<file path="config.mk">
export PLATFORM = sky130hd
export DESIGN_NAME = mux8_rr_arbiter
export DESIGN_NICKNAME = d
export VERILOG_FILES = /design/src/rtl/mux8_rr_arbiter_pkg.sv /design/src/rtl/mux8_rr_arbiter_rr_pick8.sv /design/src/rtl/mux8_rr_arbiter.sv
export SDC_FILE = /design/constraint.sdc
export NUM_CORES = 1
export LEC_CHECK = 0
export CORE_UTILIZATION = 60
export DETAILED_ROUTE_END_ITERATION = 10
export DONT_BUFFER_PORTS = 1
export GPL_TIMING_DRIVEN = 0
export PLACE_DENSITY = 0.74
export SLEW_MARGIN = 20
export SYNTH_ARGS = -nofsm -noshare
export SYNTH_HDL_FRONTEND = slang
export SYNTH_SLANG_ARGS = --single-unit
</file>
<file path="constraint.sdc">
create_clock -name CLK -period 9.35 [get_ports CLK]
set_input_delay 0.935 -clock CLK [delete_from_list [all_inputs] [get_ports CLK]]
set_output_delay 0.935 -clock CLK [all_outputs]
set_load 0.02 [all_outputs]
</file>
<file path="src/rtl/mux8_rr_arbiter_pkg.sv">
// Shared constants for the mux8 round-robin arbiter: requester count,
// select width, state encoding and a one-hot helper.
package mux8_rr_arbiter_pkg;

    localparam int N_REQ = 8;
    localparam int SEL_W = 3;

    localparam logic ST_IDLE = 1'b0;
    localparam logic ST_OWN  = 1'b1;

    function automatic logic [N_REQ-1:0] onehot(input logic [SEL_W-1:0] idx);
        logic [N_REQ-1:0] v;
        v      = '0;
        v[idx] = 1'b1;
        return v;
    endfunction

endpackage

</file>
<file path="src/rtl/mux8_rr_arbiter_rr_pick8.sv">
// Combinational rotating-priority encoder: first set REQ bit at or above PTR,
// searching upward and wrapping 7->0.
module rr_pick8
    import mux8_rr_arbiter_pkg::*;
(
    input  logic [N_REQ-1:0] REQ,
    input  logic [SEL_W-1:0] PTR,
    output logic             VALID,
    output logic [SEL_W-1:0] IDX
);

    // rot[k] is the request that sits k places after PTR
    logic [N_REQ-1:0] rot;

    generate
        for (genvar gi = 0; gi < N_REQ; gi++) begin : g_rot
            assign rot[gi] = REQ[PTR + SEL_W'(gi)];
        end
    endgenerate

    // Scan from the far end so the closest set bit to PTR wins.
    always_comb begin
        VALID = 1'b0;
        IDX   = PTR;
        for (int i = N_REQ - 1; i >= 0; i--) begin
            if (rot[i]) begin
                VALID = 1'b1;
                IDX   = PTR + SEL_W'(i);
            end
        end
    end

endmodule

</file>
<file path="src/rtl/mux8_rr_arbiter.sv">
// Round-robin owner arbitration for a shared 8:1 data mux; the grant is held
// until the owner finishes, withdraws, or the hold limit expires.
module mux8_rr_arbiter
    import mux8_rr_arbiter_pkg::*;
#(
    parameter int MAX_HOLD = 16,
    parameter int HOLD_W   = 5
)
(
    input  logic             CLK,
    input  logic             RST,
    input  logic [N_REQ-1:0] REQ,
    input  logic             DONE,
    output logic [SEL_W-1:0] SEL,
    output logic [N_REQ-1:0] GNT,
    output logic             BUSY,
    output logic             TIMEOUT
);

    localparam logic [HOLD_W-1:0] HOLD_LAST = HOLD_W'(MAX_HOLD - 1);
    localparam logic [HOLD_W-1:0] CNT_SAT   = '1;
    localparam logic              HOLD_ON   = (MAX_HOLD != 0);

    logic              state_reg,   state_next;
    logic [SEL_W-1:0]  sel_reg,     sel_next;
    logic [N_REQ-1:0]  gnt_reg,     gnt_next;
    logic              busy_reg,    busy_next;
    logic              timeout_reg, timeout_next;
    logic [SEL_W-1:0]  ptr_reg,     ptr_next;
    logic [HOLD_W-1:0] cnt_reg,     cnt_next;

    logic              idle_valid;
    logic [SEL_W-1:0]  idle_idx;
    logic              hand_valid;
    logic [SEL_W-1:0]  hand_idx;
    logic [SEL_W-1:0]  hand_ptr;

    logic              rel_done;
    logic              rel_withdraw;
    logic              rel_hold;
    logic              release_now;

    // Handover search starts just past the owner, so the owner comes last.
    assign hand_ptr = sel_reg + SEL_W'(1);

    rr_pick8 u_pick_idle (
        .REQ   (REQ),
        .PTR   (ptr_reg),
        .VALID (idle_valid),
        .IDX   (idle_idx)
    );

    rr_pick8 u_pick_hand (
        .REQ   (REQ),
        .PTR   (hand_ptr),
        .VALID (hand_valid),
        .IDX   (hand_idx)
    );

    assign rel_done     = DONE;
    assign rel_withdraw = ~REQ[sel_reg];
    assign rel_hold     = HOLD_ON && (cnt_reg == HOLD_LAST);
    assign release_now  = rel_done | rel_withdraw | rel_hold;

    always_comb begin
        state_next   = state_reg;
        sel_next     = sel_reg;
        gnt_next     = gnt_reg;
        busy_next    = busy_reg;
        timeout_next = 1'b0;
        ptr_next     = ptr_reg;
        cnt_next     = cnt_reg;

        case (state_reg)
            ST_IDLE: begin
                if (idle_valid) begin
                    state_next = ST_OWN;
                    sel_next   = idle_idx;
                    gnt_next   = onehot(idle_idx);
                    busy_next  = 1'b1;
                    cnt_next   = '0;
                end
            end
            default: begin
                if (release_now) begin
                    ptr_next     = hand_ptr;
                    // Only a pure hold-limit release is reported as a timeout.
                    timeout_next = rel_hold & ~rel_done & ~rel_withdraw;
                    cnt_next     = '0;
                    if (hand_valid) begin
                        sel_next = hand_idx;
                        gnt_next = onehot(hand_idx);
                    end else begin
                        state_next = ST_IDLE;
                        gnt_next   = '0;
                        busy_next  = 1'b0;
                    end
                end else if (cnt_reg != CNT_SAT) begin
                    cnt_next = cnt_reg + HOLD_W'(1);
                end
            end
        endcase
    end

    always_ff @(posedge CLK) begin
        if (RST) begin
            state_reg   <= ST_IDLE;
            sel_reg     <= '0;
            gnt_reg     <= '0;
            busy_reg    <= 1'b0;
            timeout_reg <= 1'b0;
            ptr_reg     <= '0;
            cnt_reg     <= '0;
        end else begin
            state_reg   <= state_next;
            sel_reg     <= sel_next;
            gnt_reg     <= gnt_next;
            busy_reg    <= busy_next;
            timeout_reg <= timeout_next;
            ptr_reg     <= ptr_next;
            cnt_reg     <= cnt_next;
        end
    end

    assign SEL     = sel_reg;
    assign GNT     = gnt_reg;
    assign BUSY    = busy_reg;
    assign TIMEOUT = timeout_reg;

endmodule

</file>
Word level (Yosys, flattened, before mapping)
Index checks and enable logic that the tools add are counted.
{ "op_classes": {"n_bitwise": 8, "n_mux": 90, "addsub": 16, "n_eq_ne": 6, "n_reduce_logical": 9, "order_cmp": 21} }
{ "ops": {"columns": ["op", "count"], "rows": [
  ["3-bit by 4-bit less-than comparator with 1-bit output (second input constant)", 19],
  ["3-bit 2-to-1 mux", 20],
  ["1-bit binary-select mux with 3-bit select", 17],
  ["1-bit 2-to-1 mux", 43],
  ["8-bit 2-to-1 mux", 4],
  ["3-bit adder (second input constant)", 8],
  ["5-bit 2-to-1 mux", 4],
  ["3-bit by 2-bit adder with 3-bit output (second input constant)", 4],
  ["3-bit by 1-bit adder with 3-bit output (second input constant)", 3],
  ["1-bit demux with 3-bit select", 2],
  ["3-bit by 1-bit greater-or-equal comparator with 1-bit output (second input constant)", 2],
  ["2-bit AND reduction", 3],
  ["3-bit AND reduction", 2],
  ["5-bit by 1-bit adder with 5-bit output (second input constant)", 1],
  ["5-bit by 4-bit == test with 1-bit output (second input constant)", 1],
  ["5-bit != test (second input constant)", 1],
  ["2-bit by 1-bit != test with 1-bit output (second input constant)", 2],
  ["1-bit inverter", 4],
  ["3-bit by 1-bit != test with 1-bit output (second input constant)", 1],
  ["3-bit OR reduction", 1],
  ["1-bit bitwise AND", 2],
  ["1-bit logical AND", 2],
  ["2-bit != test (second input constant)", 1],
  ["1-bit bitwise OR", 2],
  ["2-bit nonzero test", 1]
]} }
{ "totals": {"out_inout_bits": 13, "register_bits": 22, "wordCells": 157, "inputBits": 11} }

Longest topological paths before layout
{ "depth": {"word_depth": 19, "mapped_depth": 14} }

Cells and area by module
A second synthesis with hierarchy kept.
{ "hier_totals": {"cells_unflattened": 335, "hier_area_um2": 2917.8} }
{ "modules_own_cells": {"columns": ["module", "cells_each", "instances", "area_per_inst_um2"], "rows": [
  ["rr_pick8", 92, 2, 790.8],
  ["mux8_rr_arbiter", 151, 1, 1336.3]
]} }

Worst setup path after synthesis
OpenSTA, ideal clock, no wires.
{ "synth_timing": {"kind": "register to register", "start": "register sel_reg[0], in the netlist SEL[0]", "end": "register gnt_reg[1], in the netlist GNT[1]", "setup_slack_ns": 5.562, "synth_period_minus_slack_ns": 3.788, "path_buffers": 3, "setup_time_ns": 0.122, "arrival_ns": 3.666, "stages_incl_launch_ff": 12, "cell_sequence": "dfxtp_1 -> buf_6 -> buf_2 -> inv_1 -> ha_1 -> buf_6 -> mux4_2 -> or2_1 -> or4_4 -> o21ai_4 -> a211oi_4 -> a221o_1"} }
{ "synth_via": {"elab_chain_len": 19, "elab_cells_between_ends": 55} }
{ "synth_rtl": {"columns": ["element", "line", "rtl"], "rows": [
  ["start, declared", "mux8_rr_arbiter.sv:25", "logic [SEL_W-1:0] sel_reg, sel_next;"],
  ["start signal, assigned", "mux8_rr_arbiter.sv:116", "sel_reg <= sel_next;"],
  ["3-bit by 1-bit adder with 3-bit output *", "mux8_rr_arbiter.sv:44", "assign hand_ptr = sel_reg + SEL_W'(1);"],
  ["via hand_ptr[0]", "mux8_rr_arbiter.sv:36", "logic [SEL_W-1:0] hand_ptr;"],
  ["3-bit adder", "mux8_rr_arbiter_rr_pick8.sv:17, mux8_rr_arbiter_rr_pick8.sv:28", null],
  ["1-bit binary-select mux with 3-bit select", "mux8_rr_arbiter_rr_pick8.sv:17", "assign rot[gi] = REQ[PTR + SEL_W'(gi)];"],
  ["1-bit 2-to-1 mux (implied by the code)", "mux8_rr_arbiter_rr_pick8.sv:17", null],
  ["3-bit 2-to-1 mux (8 in a row)", "mux8_rr_arbiter_rr_pick8.sv:26", "if (rot[i]) begin"],
  ["3-bit by 4-bit less-than comparator with 1-bit output (implied by the code) / 3-bit by 1-bit greater-or-equal comparator with 1-bit output (equally long branches)", "mux8_rr_arbiter_pkg.sv:14", "v[idx] = 1'b1;"],
  ["1-bit logical AND (implied by the code)", "mux8_rr_arbiter_pkg.sv:14", null],
  ["1-bit 2-to-1 mux (implied by the code)", "mux8_rr_arbiter_pkg.sv:14", null],
  ["1-bit demux with 3-bit select", "mux8_rr_arbiter_pkg.sv:14", null],
  ["8-bit 2-to-1 mux *", "mux8_rr_arbiter.sv:90", "if (hand_valid) begin"],
  ["8-bit 2-to-1 mux *", "mux8_rr_arbiter.sv:85", "if (release_now) begin"],
  ["8-bit 2-to-1 mux *", "mux8_rr_arbiter.sv:74", "case (state_reg)"],
  ["end signal, assigned", "mux8_rr_arbiter.sv:117", "gnt_reg <= gnt_next;"],
  ["end, declared", "mux8_rr_arbiter.sv:26", "logic [N_REQ-1:0] gnt_reg, gnt_next;"]
]} }
The timed path passes the listed nets; every way through them passes the cells marked *. The select of a mux whose other input is x is not followed.
A chain may end at the register's enable or synchronous reset.

Final worst setup path
{ "layout_timing": {"start": "register ptr_reg[1]", "end": "register gnt_reg[1], in the netlist GNT[1]"} }
{ "layout_via": {"elab_chain_len": 17, "elab_cells_between_ends": 48} }
{ "layout_rtl": {"columns": ["element", "line", "rtl"], "rows": [
  ["start, declared", "mux8_rr_arbiter.sv:29", "logic [SEL_W-1:0] ptr_reg, ptr_next;"],
  ["start signal, assigned", "mux8_rr_arbiter.sv:120", "ptr_reg <= ptr_next;"],
  ["3-bit adder", "mux8_rr_arbiter_rr_pick8.sv:17, mux8_rr_arbiter_rr_pick8.sv:28", null],
  ["1-bit binary-select mux with 3-bit select", "mux8_rr_arbiter_rr_pick8.sv:17", null],
  ["1-bit 2-to-1 mux (implied by the code)", "mux8_rr_arbiter_rr_pick8.sv:17", null],
  ["3-bit 2-to-1 mux (8 in a row)", "mux8_rr_arbiter_rr_pick8.sv:26", null],
  ["3-bit by 4-bit less-than comparator with 1-bit output (implied by the code) / 3-bit by 1-bit greater-or-equal comparator with 1-bit output (equally long branches)", "mux8_rr_arbiter_pkg.sv:14", null],
  ["1-bit logical AND (implied by the code)", "mux8_rr_arbiter_pkg.sv:14", null],
  ["1-bit 2-to-1 mux (implied by the code)", "mux8_rr_arbiter_pkg.sv:14", null],
  ["1-bit demux with 3-bit select", "mux8_rr_arbiter_pkg.sv:14", null],
  ["8-bit 2-to-1 mux", "mux8_rr_arbiter.sv:76", "if (idle_valid) begin"],
  ["8-bit 2-to-1 mux", "mux8_rr_arbiter.sv:74", null]
]} }
Several ways; a longest one is shown, not always the timed one. The select of a mux whose other input is x is not followed.

==> run metrics <==
outcome=complete, but fails checks; failing checks=DRC; Die Wd=71.0 µm; PD cells=375 nW/µm²; setup_tns=0 ns; Iter 0 DRT Violations=161; FF-to-FF path depth=12; final setup fails=0; DR pass1 iterations=8; post-synth top area cell=dfxtp_1; top cell type's share of synthesized area=15.4%; CP max stage delay=0.66 ns; clock sink total=22; Synth Instances=317; setup bufs post-CTS=0; syn nets=335; Placer Congestion=0.923; hpwl dp=5.13 mm; Hold EP=cnt_reg[1]; max reg flops=8; minimum clock period=4.42 ns; Crit. End Element=flop; Peak VDD IR=0.000270 V; Syn Std Cell Area=2860 µm²; die height=71.0 µm; Post-route DRC=1; max_cap viols=0; die area=5040 µm²; Hold Path Origin=cnt_reg[1]; Worst Setup Start Kind=flop; floorplan core area=4470 µm²; count of unique library cells instantiated by Yosys=77; Cell Chain, Critical Path=clkbuf_1 > buf_2 > inv_1 > ha_1 > clkbuf_1 > mux4_2 > mux2i_1 > a21bo_2 > o21ba_2 > o311ai_0 > nor2_1 > a221o_1; port bufs=0; routed len/inst=17.9 µm; sequential power share=14.2%; Net Sw Power=0.000579 W; Final nets=340; RSZ-0062 raised after global routing=false; Final ANT Viol Nets=0; Hold Fails Final Rpt=0; Async S/R FF share, synth=0%; crit path max fanout=10; final period utilization=47.2%; Top Metal Used=met4; CTS tree=yes; metal2 WL=3.05 mm; Critical Path RT=9.50 ns; Vias=2,588; crit path DAT=4.57 ns; CTS root buf=clkbuf_8; final core utilization=66.5%; TritonCTS Buffers=3; ANT cells=0; routed wl met3=449 µm; worst r2r src=ptr_reg[1]; Clk pwr share=6.0%; Layout area overhead=4.21%; CP Class=reg -> reg; P_leak=1.05 nW; Slowest-stage cell, CP=mux4_2; initial core utilization=63.8%; Post-synth EDFFs=0; DRT met1 WL=3.12 mm; sw frac=51.9%; Hold WC Path Type=reg -> reg; Crit path top cell by count=clkbuf_1; Final Max Slew Viols=0; register area share after synthesis=15.4%; maximum clock path buffer count=2; Post-CTS Hold Buffers=0; Worst Skew=0.00129 ns; largest cells by area after synthesis=dfxtp_1, mux4_2, mux2i_1, a21oi_1, mux2_2; initial antenna violation count=0; first-pass GRT wire length=11.5 mm; htree depth=1; top_reg_cell synth=dfxtp_1; cell-internal power=0.000536 W; Seq cells post-synth=22; yosys warns=0; worst-skew pair later-pin latency=0.26 ns; fraction of layout instances using a drive strength above 1=19.3%; GRT Total Usage=28.3%; reg2reg end=GNT[1]; Worst Hold Depth=2; num rows=24; post-CTS sizing=0; Worst-Margin Slew=0.621 ns; Achievable Freq=226 MHz; clk slew on worst S/H paths=0.08 ns; Ports=24; Slew headroom=58.1%; via density per instance=6.94; register-to-register setup slack=4.93 ns; Mean Syn Cell Area=9.01 µm²; Gate power share=79.8%; vias in the first global route=2,338; GR Overflow Total=0; WL final=6.68 mm; largest net degree at the start of global routing=13
==> worst max-delay path by stage <==
stage                          start      to  slack, ns  cells past startpoint
after floorplan               SEL[0]  GNT[1]       5.56                     11
after global placement        SEL[0]  GNT[7]       5.08                     13
after detailed placement  ptr_reg[1]  GNT[1]       5.08                     12
after CTS                 ptr_reg[1]  GNT[1]       4.98                     12
after global routing      ptr_reg[1]  GNT[6]       4.57                     13
final                     ptr_reg[1]  GNT[1]       4.93                     12
==> layout by cell type, fill, tap and decap left out, types with 8 or more instances in the layout <==
cell / count
a211oi_1: 9
a21oi_1: 23
clkbuf_1: 13
dfxtp_1: 22
inv_1: 21
mux2_2: 8
mux2i_1: 13
mux4_2: 18
nand2_1: 20
nand3_1: 10
nor2_1: 22
nor3_1: 10
o21ai_0: 13
==> power by group through the flow <==
| stage | clock [W] | sequential (W) | combinational [W] |
|---|---|---|---|
| 2_1_floorplan | 0 | 0.000154 | 0.000728 |
| 3_3_place_gp | 0 | 0.000160 | 0.000869 |
| 3_5_place_dp | 0 | 0.000160 | 0.000876 |
| 4_1_cts | 0.0000680 | 0.000158 | 0.000881 |
| 5_1_grt | 0.0000749 | 0.000162 | 0.000972 |
| 6_report | 0.0000673 | 0.000158 | 0.000890 |
==> cells by family (layout without fill, tap and decap cells) <==
kind of cell	count (synthesis)	count (layout)	share of synthesized area (%)
and+or+nand+nor	96	96	18.7
adders and majority gates	8	8	3.42
buffers and inverters	46	50	7.10
xor gates and xnor gates	8	8	3.46
AOI/OAI and AO/OA	91	91	25.0
muxes	46	46	26.9
DFF	22	22	15.4
==> synthesized netlist by cell type (3+ instances only) <==
cell and number:
mux4_2 18, nor3_1 10, xor2_1 4, nand3_1 10, a221oi_1 5, mux2_2 8, nor2_1 22, nand4_1 4
buf_6 3, o21ai_0 13, o211ai_1 4, mux2i_2 3, a21oi_1 23, inv_1 21, or3_1 4, ha_1 7
mux4_1 3, nor2b_1 3, a211oi_1 9, nand2_1 20, buf_2 6, a221o_1 4, nand2b_1 4, mux2i_1 13
dfxtp_1 22, clkbuf_1 13
==> worst max-delay path: cells and delay by family (launching register included) <==
family	cells	cell delay, ns
DFF	1	0.34
and+or+nand+nor	1	0.16
buffers and inverters	4	1.16
AOI/OAI and AO/OA	4	1.40
adders and majority gates	1	0.29
muxes	2	0.95
==> through the flow <==
| stage | cells | hold WS, ns | area [µm²] | worst slack, ns | power, W |
|---|---|---|---|---|---|
| final | 373 | 0.478 | 2980 | 4.93 | 0.00111 |
| after global routing | 373 | 0.505 | 2980 | 4.57 | 0.00121 |
| after CTS | 373 | 0.478 | 2980 | 4.98 | 0.00111 |
| after detailed placement | 369 | 0.467 | 2920 | 5.08 | 0.00104 |
| after global placement | 369 | 0.464 | 2920 | 5.08 | 0.00103 |
| after floorplan | 317 | 0.449 | 2860 | 5.56 | 0.000882 |
==> cell type report <==
type | instances | area, µm²
fillers | 384 | 1500
well taps | 52 | 65.1
clock buffers | 4 | 55.1
plain buffers | 23 | 116
flip-flops and latches | 22 | 440
inverters | 23 | 86.3
multi-input cells | 249 | 2210
==> routing by layer <==
metal	track usage [%]	up-vias
met5	0	-
met4	6.89	0
met3	5.13	8
met2	44.0	93
met1	40.9	1247
li1	-	1240
(Power assumes the default switching activity.)
